## src/rtl/seg_scan_decoder.sv

```systemverilog
// -----------------------------------------------------------------------------
// seg_scan_decoder
//
// Recovers a HH:MM time value from a multiplexed 4-digit 7-segment display by
// watching the anode scan and sampling the segment bus once per digit dwell.
// When all four digit slots have been sampled, the frame is checked (valid
// glyphs, minutes < 60, hours < 24) and either published on dakika/saat with
// a frame_valid pulse, or dropped with a frame_error pulse.
//
// Optional feature (macro SEG_DECODER_CONFIRM_EN): a passing frame is only
// published when it matches the immediately preceding passing frame; the
// first occurrence is held as a candidate without any pulse.
//
// Parameters:
//   SETTLE_CYCLES  - cycles an anode code must stay unchanged before the
//                    segment bus is sampled (1..255)
//   SEG_ACTIVE_LOW - 1: segment inputs are inverted before decoding
//
// Ports:
//   clk         in   clock, all state changes on rising edge
//   reset       in   synchronous, active-low reset
//   segment     in   [6:0] scanned segment bus, gfedcba
//   sayac       in   [3:0] active-low one-hot anodes
//                    (bit0 min units, bit1 min tens, bit2 hour units,
//                     bit3 hour tens)
//   dakika      out  [5:0] last accepted minutes
//   saat        out  [5:0] last accepted hours
//   frame_valid out  one-cycle pulse when dakika/saat update
//   frame_error out  one-cycle pulse when a completed frame is rejected
// -----------------------------------------------------------------------------
module seg_scan_decoder #(
    parameter int unsigned SETTLE_CYCLES  = 4,
    parameter bit          SEG_ACTIVE_LOW = 1'b0
) (
    input  logic       clk,
    input  logic       reset,
    input  logic [6:0] segment,
    input  logic [3:0] sayac,
    output logic [5:0] dakika,
    output logic [5:0] saat,
    output logic       frame_valid,
    output logic       frame_error
);

    localparam logic [7:0] SETTLE_L = 8'(SETTLE_CYCLES);

    // Returns {invalid, digit}; unknown glyphs yield invalid=1, digit=0.
    function automatic logic [4:0] seg_decode(input logic [6:0] seg);
        logic [4:0] res;
        case (seg)
            7'h3F:   res = 5'h00;
            7'h06:   res = 5'h01;
            7'h5B:   res = 5'h02;
            7'h4F:   res = 5'h03;
            7'h66:   res = 5'h04;
            7'h6D:   res = 5'h05;
            7'h7D:   res = 5'h06;
            7'h07:   res = 5'h07;
            7'h7F:   res = 5'h08;
            7'h6F:   res = 5'h09;
            default: res = 5'h10;
        endcase
        return res;
    endfunction

    // Returns {legal, slot}; legal only when exactly one anode is driven.
    function automatic logic [2:0] anode_decode(input logic [3:0] an);
        logic [2:0] res;
        case (an)
            4'hE:    res = 3'b100;
            4'hD:    res = 3'b101;
            4'hB:    res = 3'b110;
            4'h7:    res = 3'b111;
            default: res = 3'b000;
        endcase
        return res;
    endfunction

    logic [3:0]       prev_sayac_r;
    logic [7:0]       cnt_r;
    logic [7:0]       cnt_nxt_s;
    logic             sample_s;
    logic [2:0]       anode_s;
    logic [6:0]       seg_act_s;
    logic [4:0]       dec_s;
    logic [3:0]       slot_oh_s;
    logic [3:0]       seen_r;
    logic [3:0][3:0]  digit_r;
    logic [3:0]       inv_r;
    logic             done_r;
    logic [6:0]       mins_s;
    logic [6:0]       hrs_s;
    logic             pass_s;
`ifdef SEG_DECODER_CONFIRM_EN
    logic             cand_v_r;
    logic [5:0]       cand_min_r;
    logic [5:0]       cand_hr_r;
`endif

    // Input conditioning: segment polarity, glyph decode, anode slot decode.
    always_comb begin
        seg_act_s = segment;
        if (SEG_ACTIVE_LOW) begin
            seg_act_s = ~segment;
        end else begin
            seg_act_s = segment;
        end
        dec_s     = seg_decode(seg_act_s);
        anode_s   = anode_decode(sayac);
        slot_oh_s = 4'b0001 << anode_s[1:0];
    end

    // Stability counter next value; saturates at SETTLE so a dwell samples once.
    always_comb begin
        cnt_nxt_s = 8'd0;
        sample_s  = 1'b0;
        if (anode_s[2] && (sayac == prev_sayac_r)) begin
            if (cnt_r < SETTLE_L) begin
                cnt_nxt_s = cnt_r + 8'd1;
            end else begin
                cnt_nxt_s = cnt_r;
            end
            sample_s = (cnt_r == (SETTLE_L - 8'd1));
        end else begin
            cnt_nxt_s = 8'd0;
            sample_s  = 1'b0;
        end
    end

    // Anode history and stability counter registers.
    always_ff @(posedge clk) begin
        if (!reset) begin
            prev_sayac_r <= 4'hF;
            cnt_r        <= 8'd0;
        end else begin
            prev_sayac_r <= sayac;
            cnt_r        <= cnt_nxt_s;
        end
    end

    // Digit slots, seen bits and frame-complete strobe.
    always_ff @(posedge clk) begin
        if (!reset) begin
            seen_r  <= 4'h0;
            digit_r <= '0;
            inv_r   <= 4'h0;
            done_r  <= 1'b0;
        end else begin
            done_r <= 1'b0;
            if (sample_s) begin
                digit_r[anode_s[1:0]] <= dec_s[3:0];
                inv_r[anode_s[1:0]]   <= dec_s[4];
                if ((seen_r | slot_oh_s) == 4'hF) begin
                    seen_r <= 4'h0;
                    done_r <= 1'b1;
                end else begin
                    seen_r <= seen_r | slot_oh_s;
                end
            end
        end
    end

    // Frame check on the slots captured by the completing sample; 7-bit math
    // so that e.g. 99 is rejected rather than wrapped.
    always_comb begin
        mins_s = ({3'b000, digit_r[1]} * 7'd10) + {3'b000, digit_r[0]};
        hrs_s  = ({3'b000, digit_r[3]} * 7'd10) + {3'b000, digit_r[2]};
        pass_s = (inv_r == 4'h0) && (mins_s < 7'd60) && (hrs_s < 7'd24);
    end

    // Published time and result pulses, one cycle after frame completion.
    always_ff @(posedge clk) begin
        if (!reset) begin
            dakika      <= 6'd0;
            saat        <= 6'd0;
            frame_valid <= 1'b0;
            frame_error <= 1'b0;
`ifdef SEG_DECODER_CONFIRM_EN
            cand_v_r    <= 1'b0;
            cand_min_r  <= 6'd0;
            cand_hr_r   <= 6'd0;
`endif
        end else begin
            frame_valid <= 1'b0;
            frame_error <= 1'b0;
            if (done_r) begin
                if (pass_s) begin
`ifdef SEG_DECODER_CONFIRM_EN
                    if (cand_v_r && (cand_min_r == mins_s[5:0]) &&
                        (cand_hr_r == hrs_s[5:0])) begin
                        dakika      <= mins_s[5:0];
                        saat        <= hrs_s[5:0];
                        frame_valid <= 1'b1;
                    end
                    cand_v_r   <= 1'b1;
                    cand_min_r <= mins_s[5:0];
                    cand_hr_r  <= hrs_s[5:0];
`else
                    dakika      <= mins_s[5:0];
                    saat        <= hrs_s[5:0];
                    frame_valid <= 1'b1;
`endif
                end else begin
                    frame_error <= 1'b1;
`ifdef SEG_DECODER_CONFIRM_EN
                    cand_v_r    <= 1'b0;
`endif
                end
            end
        end
    end

endmodule

```

## config.mk

```make
export PLATFORM = sky130hd
export DESIGN_NAME = seg_scan_decoder
export DESIGN_NICKNAME = d
export VERILOG_FILES = /design/src/rtl/seg_scan_decoder.sv
export SDC_FILE = /design/constraint.sdc
export NUM_CORES = 1
export LEC_CHECK = 0
export BUFFER_PORTS_ARGS = -buffer_cell sky130_fd_sc_hd__buf_2
export CORE_MARGIN = 10
export CORE_UTILIZATION = 25
export CTS_CLUSTER_SIZE = 30
export DETAILED_ROUTE_END_ITERATION = 16
export GPL_TIMING_DRIVEN = 0
export SYNTH_ARGS = -nofsm -noshare
export SYNTH_HDL_FRONTEND = slang
export SYNTH_SLANG_ARGS = --single-unit
```

## constraint.sdc

```tcl
create_clock -name clk -period 4.6 [get_ports clk]
set_clock_uncertainty 0.2 [all_clocks]
set_input_delay 0.92 -clock clk [delete_from_list [all_inputs] [get_ports clk]]
set_output_delay 0.92 -clock clk [all_outputs]
set_load 0.02 [all_outputs]
```

==> impl_metrics.yaml, run 1 <==
timing:
  worst_pin_slew_ns: 0.5672
  rsz0062_at_grt: "false"
  setup_tns_ns: 0
  period_share: 0.7090
  max_freq_mhz: 306.6
  min_period_ns: 3.261
  setup_violations: 0
  relSlewSlack: 0.6190
  finalHoldViolations: 0
  slew_viol_final: 0
  finalWorstSetupSlack_ns: 1.339
worst_setup_path:
  end_kind: "register"
  cp.arrival_ns: 3.30
  worstSetupPathType: "register to register"
  regToRegSetupSlack_ns: 1.34
  start_kind: "register"
  cp_max_fo: 4
  cp.required_ns: 4.64
synthesis:
  synth_top_area_frac: 0.3686
  synthTopCellsByArea: "dfxtp_1, mux2i_1, ha_1"
  synthFlopType: "dfxtp_1"
  synthMuxAreaShare: 0.07453
  avgSynthCellArea_um2: 9.173
  synthTopCellsByCount: "dfxtp_1, nand2_1, nand3_1"
  ys_warn_count: 0
  synth-edff-count: 0
  synth_nets: 332
  synthesis.area_um2: 2770
  synth_compound_area_frac: 0.1414
  synth_area_leader_cell: "dfxtp_1"
  synthAdderAreaFrac: 0.09169
  ys_types: 55
  synth-simple-area-share: 0.2064
  ys_seq_elements: 51
  synth_top_family_by_area: "simple AND/OR/NAND/NOR gates"
  synth_xor_area_frac: 0.06052
  ys_seq_area_frac: 0.3686
  yosysMostFrequentCell: "dfxtp_1"
  async_reset_ff_frac: 0
  synthCells: 302
power_and_ir_drop:
  vdd_drop_max_uv: 116.6
  combinationalPowerShare: 0.063
  p_leak_nw: 1.276
  switching_power_mw: 0.1874
  p_int_mw: 0.5710
  power_density_nw_per_um2: 241.4
  seq_power_share: 0.585
  p_sw_frac: 0.2471
  clkPwrFrac: 0.352
  total_power_mw: 0.7584
placed_design:
  gp_congestion: 0.7664
  portBuffers: 21
  hpwl_um: 4755
  post-place-ws_ns: 1.307
global_route:
  grt_pass1_wl_um: 10560
  grt_start_max_net_pins: 18
  grt_pass1_vias: 2235
  grt_usage: 0.07813
  antenna_found_initial: 0
  gr-total-overflow: 0
detailed_routing:
  avgRoutedWirePerCell_um: 12.63
  drt_wl_total_um: 5949
  drtIter0Drc: 71
  vias: 2133
  viasPerCell: 4.529
  ant_nets: 0
  dr.pass1.iters: 4
  post-route-drc-count: 0
clocking:
  cts.reportedPaths.clkPinSlew_ns: 0.10
  cts-hold-fix-buffers: 0
  cts_resized: 0
  postCtsSetupRepairBufs: 0
  htreeDepth: 2
  cts.path.max_buffers: 2
  cts_made_buffers: 5
  cts_tree: "done"
  clock-sinks: 51
  root_buffer: "clkbuf_8"
  clk_latency_ns: 0.30
die:
  coreArea_um2: 10840
  start_util: 0.2555
  die_w_um: 125.3
  die-area_um2: 15690
  core.rowCount: 38
  chipHeight_um: 125.3
  boundaryPins: 27
run:
  drv_cap: 0
final_layout:
  ff_latch_area_um2: 1021
  fin_nets: 360
  n_antenna_cell: 0
  drive_gt1_frac: 0.1571
  n_fill_cell: 1186
  multi_input_area_um2: 1592
  syn2layout_area_growth_pct: 13.41
run_status:
  status: "completed"
min_path:
  holdCritPathClass: "register to register"
==> power groups by stage <==
| stage | combinational [mW] | clock (mW) | sequential (mW) |
|---|---|---|---|
| after floorplan | 0.0326 | 0 | 0.454 |
| after global placement | 0.0469 | 0 | 0.454 |
| after detailed placement | 0.0480 | 0 | 0.454 |
| after CTS | 0.0483 | 0.278 | 0.444 |
| after global routing | 0.0544 | 0.293 | 0.444 |
| final | 0.0477 | 0.267 | 0.444 |
==> path summary, 6_finish.rpt <==
check / from / to / cells past startpoint
worst max-delay path: digit_r[15] / dakika[0] / 10
worst min register to register: saat[5] / saat[5] / 2
worst max register to register: digit_r[15] / dakika[0] / 10
worst min-delay path: saat[5] / saat[5] / 2
==> stage by stage <==
stage	hold WS (ns)	util	area (um^2)	instances
after global placement	0.2175	0.2814	3050	463
after detailed placement	0.2267	0.2814	3050	463
final	0.2404	0.2898	3142	471
after global routing	0.2738	0.2898	3142	471
after floorplan	0.2253	-	2770	302
after CTS	0.2404	0.2898	3142	471
==> placed cells by master (no fill, tap or decap), drive strengths merged, types with 2 or more instances in the layout <==
cell and count:
nor2b 6, a21oi 18, xnor3 2, and2 3, nor4 4, or2 2, xor2 6, inv 18
ha 13, fa 4, and3 9, buf 29, nand2 41, clkbuf 14, o21a 3, dfxtp 51
o211ai 4, nor3 6, mux2 2, a21boi 2, nor2 10, o21ai 17, and4b 2, nand2b 3
mux2i 18, nand3 19, xnor2 8
==> critical path, stage by stage (launching register included) <==
cell       delay (ns)
dfxtp_1          0.42
ha_1             0.26
ha_1             0.19
inv_1            0.07
fa_1             0.46
xnor3_1          0.37
a2111oi_4        0.09
o32ai_2          0.32
nand2_2          0.10
nor2_1           0.47
mux2i_1          0.24
==> logic make-up after synthesis <==
| family | Yosys count |
|---|---|
| xor+xnor | 16 |
| flops | 51 |
| buf+inv | 33 |
| mux | 20 |
| simple gates | 109 |
| compound gates | 55 |
| fa+ha+maj | 18 |
==> routing by layer <==
| metal | up-vias | GRT usage | share of wire |
|---|---|---|---|
| li1 | 1106 | - | - |
| met1 | 1001 | 0.09064 | 0.46 |
| met2 | 21 | 0.1413 | 0.50 |
| met3 | 5 | 0.01436 | 0.028 |
| met4 | 0 | 0.02439 | 0.013 |
| met5 | - | 0 | 0 |
==> registers in the layout, summed over array words and instances (netlist names), 4 cells and up <==
signal,count
saat,6
inv_r,4
dakika,6
digit_r,16
seen_r,4
prev_sayac_r,4
cnt_r,8
==> layout make-up <==
type | instances | share of cell area
buffer | 17 | 0.03106
clock buffer | 5 | 0.02190
clock inverter | 3 | 0.007168
inverter | 16 | 0.01912
multi-input combinational | 218 | 0.5066
sequential | 51 | 0.3250
tap | 140 | 0.05575
timing repair buffer | 21 | 0.03345
(Power assumes the default switching activity.)
==> run 2: changes to the inputs <==
--- a/config.mk
+++ b/config.mk
@@ -5,6 +5,7 @@
 export SDC_FILE = /design/constraint.sdc
 export NUM_CORES = 1
 export LEC_CHECK = 0
+export ABC_AREA = 1
 export BUFFER_PORTS_ARGS = -buffer_cell sky130_fd_sc_hd__buf_2
 export CORE_MARGIN = 10
 export CORE_UTILIZATION = 25
==> constraint.sdc (replaced) <==
create_clock -name clk -period 3.05 [get_ports clk]
set_clock_uncertainty 0.2 [all_clocks]
set_input_delay 0.61 -clock clk [delete_from_list [all_inputs] [get_ports clk]]
set_output_delay 0.61 -clock clk [all_outputs]
set_load 0.02 [all_outputs]
==> impl_metrics.yaml, run 2 <==
run_status:
  status: "completed"
final_layout:
  largest_register: "digit_r"
  top_regs: "digit_r: 16 flops, cnt_r: 8 flops"
  final_cell_area_um2: 3329
  final_core_util: 0.3018
  final_cell_mix: "nand2_1, inv_1, nor2_1, dfxtp_1, buf_2"
  n_fill_cell: 1206
  ff_latch_area_um2: 1022
  final_common_cell: "nand2_1"
  n_antenna_cell: 0
  syn2layout_area_growth_pct: 16.56
  fin_nets: 480
  drive_gt1_frac: 0.1222
  multi_input_area_um2: 1470
  largest_reg_flops: 16
detailed_routing:
  viasPerCell: 4.217
  drt_wl_total_um: 6027
  ant_nets: 0
  drtIter0Drc: 154
  vias: 2488
  dr.pass1.iters: 4
  avgRoutedWirePerCell_um: 10.22
  post-route-drc-count: 0
synthesis:
  synthCells: 418
  synthTopCellsByCount: "nand2_1, inv_1, nor2_1"
  ys_seq_elements: 51
  async_reset_ff_frac: 0
  synthesis.area_um2: 2856
  ys_warn_count: 0
  synthFlopType: "dfxtp_1"
  synth_top_area_frac: 0.3574
  ys_types: 35
  avgSynthCellArea_um2: 6.834
  synth_nets: 448
  ys_seq_area_frac: 0.3574
  synth_area_leader_cell: "dfxtp_1"
  yosysMostFrequentCell: "nand2_1"
  synthTopCellsByArea: "dfxtp_1, nand2_1, inv_1"
  synth-edff-count: 0
power_and_ir_drop:
  clkPwrFrac: 0.458
  p_leak_nw: 1.748
  switching_power_mw: 0.2776
  total_power_mw: 1.349
  p_int_mw: 1.072
  vdd_drop_max_uv: 219.4
  power_density_nw_per_um2: 405.2
  combinationalPowerShare: 0.045
  seq_power_share: 0.497
  p_sw_frac: 0.2057
die:
  boundaryPins: 27
  coreArea_um2: 11030
  chipHeight_um: 126.9
  die-area_um2: 16100
  start_util: 0.2590
  core.rowCount: 38
  die_w_um: 126.9
placed_design:
  gp_congestion: 0.8005
  post-place-ws_ns: 0.2038
  placed_cell_area_um2: 3157
  hpwl_um: 4806
  portBuffers: 25
clocking:
  cts_made_buffers: 5
  cts.reportedPaths.clkPinSlew_ns: 0.06
  htreeDepth: 2
  root_buffer: "clkbuf_16"
  cts_tree: "done"
  clk_latency_ns: 0.29
  cts.path.max_buffers: 2
  postCtsSetupRepairBufs: 0
  clock-sinks: 51
worst_setup_path:
  end_kind: "register"
  cp_slowest_cell: "fa_1"
  critPathBufInv: 2
  cp.depth: 13
  r2r_cells: 13
  regToRegSetupSlack_ns: 0.24
  crit_end: "dakika[2]"
  cp.required_ns: 3.03
  path_common_cell: "nor2_1"
  setup.worst_path.start: "digit_r[7]"
  cp_max_fo: 10
  reg2reg_to: "dakika[2]"
  max_stage_delay_ns: 0.45
  worstPathCellList: "ha_1 > ha_1 > inv_1 > fa_1 > nor2_1 > nand3_1 > nand3_1 > nand2_1 > nor2_1 > nand4_2 > buf_4 > nor2_1 > nor2_1"
  cp.arrival_ns: 2.80
  start_kind: "register"
  worstSetupPathType: "register to register"
  r2r_start: "digit_r[7]"
  cp_top_family: "simple AND/OR/NAND/NOR gates"
run:
  drv_cap: 0
timing:
  slew_viol_final: 0
  setup_violations: 0
  worst_pin_slew_ns: 0.5722
  max_freq_mhz: 355.7
  rsz0062_at_grt: "true"
  min_period_ns: 2.811
  relSlewSlack: 0.6185
  finalWorstSetupSlack_ns: 0.2386
  period_share: 0.9218
  finalHoldViolations: 0
global_route:
  use_met1: 0.09646
  gr-total-overflow: 0
  grt_pass1_wl_um: 10920
  grt_usage: 0.08058
  use_met3: 0.02541
  grt_pass1_vias: 2464
  antenna_found_initial: 0
  grt_start_max_net_pins: 16
  grt_most_used_layer: "met2"
  use_met2: 0.1327
min_path:
  holdCritPathClass: "register to register"
run 2: cell types whose count changed in the layout (fill, tap and decap cells not counted), sizes merged, moves of 12 or more:
cell / change
nor2: +66
nand2: +68
nand4: +12
o21ai: -12
inv: +63
mux2i: -18
run 2: area by class of cell:
cell class,count,share of cell area
plain buffers,8,0.02104
clock buffers,5,0.03758
clock inverters,2,0.01127
inverters,81,0.09132
multi-input cells,278,0.4416
flip-flops and latches,51,0.3070
well taps,140,0.05261
repair buffers,25,0.03758
run 2: worst min path at each step:
stage             start  endpoint  cells after the start
2_1_floorplan  cnt_r[3]  cnt_r[3]                      2
3_3_place_gp   cnt_r[3]  cnt_r[3]                      2
3_5_place_dp   cnt_r[3]  cnt_r[3]                      2
4_1_cts        cnt_r[3]  cnt_r[3]                      2
5_1_grt        cnt_r[4]  cnt_r[4]                      2
6_report       cnt_r[3]  cnt_r[3]                      2
run 2: worst min-delay path: stages, from the launching register on:
cell and delay (ns):
dfxtp_1 0.31, inv_1 0.05, nor2_1 0.03
run 2: cells by family (layout without fill, tap and decap cells):
group / Yosys count / in the layout / share of synthesized area
simple gates: 233 / 233 / 0.3653
xor+xnor: 6 / 6 / 0.01840
buf+inv: 89 / 121 / 0.1279
compound gates: 22 / 22 / 0.04600
flops: 51 / 51 / 0.3574
fa+ha+maj: 17 / 17 / 0.08498
run 2: per-stage QoR:
step | std cells | hold WS, ns | setup TNS (ns)
6_report | 590 | 0.2347 | 0
3_5_place_dp | 583 | 0.2224 | 0
3_3_place_gp | 583 | 0.2160 | 0
2_1_floorplan | 418 | 0.2083 | 0
4_1_cts | 590 | 0.2361 | 0
5_1_grt | 590 | 0.2648 | -0.001334
run 2: power groups by stage:
stage,Combinational [mW],Sequential (mW),Clock [mW]
2_1_floorplan,0.0371,0.685,0
3_3_place_gp,0.0600,0.685,0
3_5_place_dp,0.0613,0.685,0
4_1_cts,0.0615,0.670,0.639
5_1_grt,0.0694,0.670,0.661
6_report,0.0609,0.670,0.618
run 2: what timing repair did:
| action | 4_1_cts | 5_1_grt |
|---|---|---|
| hold buffers | 0 | 0 |
| gates resized for setup | 0 | 6 |
| endpoints found under the setup margin | 0 | 11 |
run 2: routing by layer:
layer / part of all wire / vias to the layer above / wire length (um)
met5: 0 / - / 0
met4: 0.014 / 0 / 87
met3: 0.057 / 7 / 344
met2: 0.45 / 41 / 2708
met1: 0.48 / 1102 / 2887
li1: - / 1338 / -
==> run 3: changes to the inputs <==
--- a/config.mk
+++ b/config.mk
@@ -11,7 +11,6 @@
 export CORE_UTILIZATION = 25
 export CTS_CLUSTER_SIZE = 30
 export DETAILED_ROUTE_END_ITERATION = 16
-export GPL_TIMING_DRIVEN = 0
 export SYNTH_ARGS = -nofsm -noshare
 export SYNTH_HDL_FRONTEND = slang
 export SYNTH_SLANG_ARGS = --single-unit
==> impl_metrics.yaml, run 3 (same netlist as run 2, synthesis figures left out) <==
run_status:
  status: "completed"
detailed_routing:
  drtIter0Drc: 137
  post-route-drc-count: 0
  vias: 2432
  avgRoutedWirePerCell_um: 9.875
  drt_wl_total_um: 5787
  dr.pass1.iters: 4
  ant_nets: 0
  viasPerCell: 4.150
clocking:
  cts-hold-fix-buffers: 0
  cts_made_buffers: 5
  cts.path.max_buffers: 2
  cts.reportedPaths.clkPinSlew_ns: 0.07
  clock-sinks: 51
  cts_tree: "done"
  clk_latency_ns: 0.29
  postCtsSetupRepairBufs: 0
  cts_resized: 0
  htreeDepth: 2
  root_buffer: "clkbuf_16"
die:
  coreArea_um2: 11030
  chipHeight_um: 126.9
  core.rowCount: 38
  boundaryPins: 27
  die-area_um2: 16100
  start_util: 0.2590
  die_w_um: 126.9
timing:
  worst_pin_slew_ns: 0.5186
  setup_violations: 0
  slew_viol_final: 0
  period_share: 0.8754
  setup_tns_ns: 0
  max_freq_mhz: 374.5
  relSlewSlack: 0.6539
  min_period_ns: 2.670
  finalHoldViolations: 0
  rsz0062_at_grt: "false"
global_route:
  grt_usage: 0.07519
  grt_start_max_net_pins: 28
  grt_pass1_vias: 2365
  antenna_found_initial: 0
  grt_pass1_wl_um: 10340
  gr-total-overflow: 0
power_and_ir_drop:
  vdd_drop_max_uv: 197.9
  power_density_nw_per_um2: 419.1
  p_leak_nw: 1.733
worst_setup_path:
  reg2reg_to: "saat[1]"
  r2r_start: "digit_r[5]"
  regToRegSetupSlack_ns: 0.38
  cp_slowest_cell: "fa_1"
  start_kind: "register"
  r2r_cells: 13
  max_stage_delay_ns: 0.44
  path_common_cell: "nor2_1"
  cp_max_fo: 24
  cp.required_ns: 3.03
  worstSetupPathType: "register to register"
  cp.arrival_ns: 2.65
  end_kind: "register"
  worstPathCellList: "ha_1 > ha_1 > inv_1 > fa_1 > nor2_1 > nand3_1 > nand3_1 > nand2_1 > nor2_1 > nand4_2 > buf_4 > nor2_1 > nor2_1"
final_layout:
  drive_gt1_frac: 0.1143
  syn2layout_area_growth_pct: 15.16
  n_antenna_cell: 0
  fin_cells: 586
  multi_input_area_um2: 1470
  largest_reg_flops: 16
  top_regs: "digit_r: 16 flops, cnt_r: 8 flops"
  final_cell_mix: "nand2_1, inv_1, nor2_1, dfxtp_1, buf_2"
  ff_latch_area_um2: 1021
  fin_nets: 475
  n_fill_cell: 1222
  largest_register: "digit_r"
  final_common_cell: "nand2_1"
min_path:
  min_to: "cnt_r[3]"
  hp-start: "cnt_r[3]"
  holdPathStages: 2
  holdCritPathClass: "register to register"
run:
  drv_cap: 0
placed_design:
  placed_cells: 578
  gp_congestion: 0.8140
  portBuffers: 26
  hpwl_um: 4478
==> run 3: layout make-up <==
class,instances,share of cell area
clock inverters,2,0.01065
multi-input cells,278,0.4469
flip-flops and latches,51,0.3104
well taps,140,0.05325
repair buffers,28,0.04412
inverters,81,0.09243
clock buffers,6,0.04222
==> run 3: critical path, delay by kind of cell (launching register included) <==
family	cells	cell delay [ns]
DFF	1	0.33
buffers and inverters	2	0.28
and+or+nand+nor	8	0.83
adders and majority gates	3	0.93
==> run 3: layer usage <==
metal / track usage / wire length [um] / up-vias
met5: 0 / 0 / -
met4: 0.02411 / 66 / 0
met3: 0.02707 / 304 / 7
met2: 0.1224 / 2508 / 30
met1: 0.08996 / 2908 / 1067
li1: - / - / 1328
==> run 3: power breakdown <==
part / total, mW / internal, mW / switching (mW) / leakage [nW]
registers: 0.670 / 0.669 / 0.00130 / 0.412
logic: 0.0579 / 0.0187 / 0.0392 / 1.23
clock network: 0.651 / 0.408 / 0.243 / 0.0868
==> run 3: worst max-delay path by stage <==
| stage | startpoint | end | slack (ns) | cells past startpoint |
|---|---|---|---|---|
| after floorplan | digit_r[5] | saat[0] | 0.52 | 13 |
| after global placement | digit_r[5] | saat[0] | 0.45 | 13 |
| after detailed placement | digit_r[7] | saat[1] | 0.40 | 13 |
| after CTS | digit_r[7] | dakika[5] | 0.38 | 14 |
| after global routing | digit_r[7] | dakika[2] | 0.10 | 14 |
| final | digit_r[5] | saat[1] | 0.38 | 13 |
==> run 3: metrics by stage <==
step	util	instance area (um^2)	worst slack (ns)	total power [mW]	hold slack, ns
global placement	0.2824	3115	0.4533	0.7421	0.2158
floorplan	-	2856	0.5207	0.7220	0.2083
finish	0.2982	3289	0.3799	1.378	0.2291
CTS	0.2982	3289	0.3808	1.399	0.2340
global route	0.2982	3289	0.1002	1.435	0.2546
detailed placement	0.2824	3115	0.3982	0.7432	0.2238
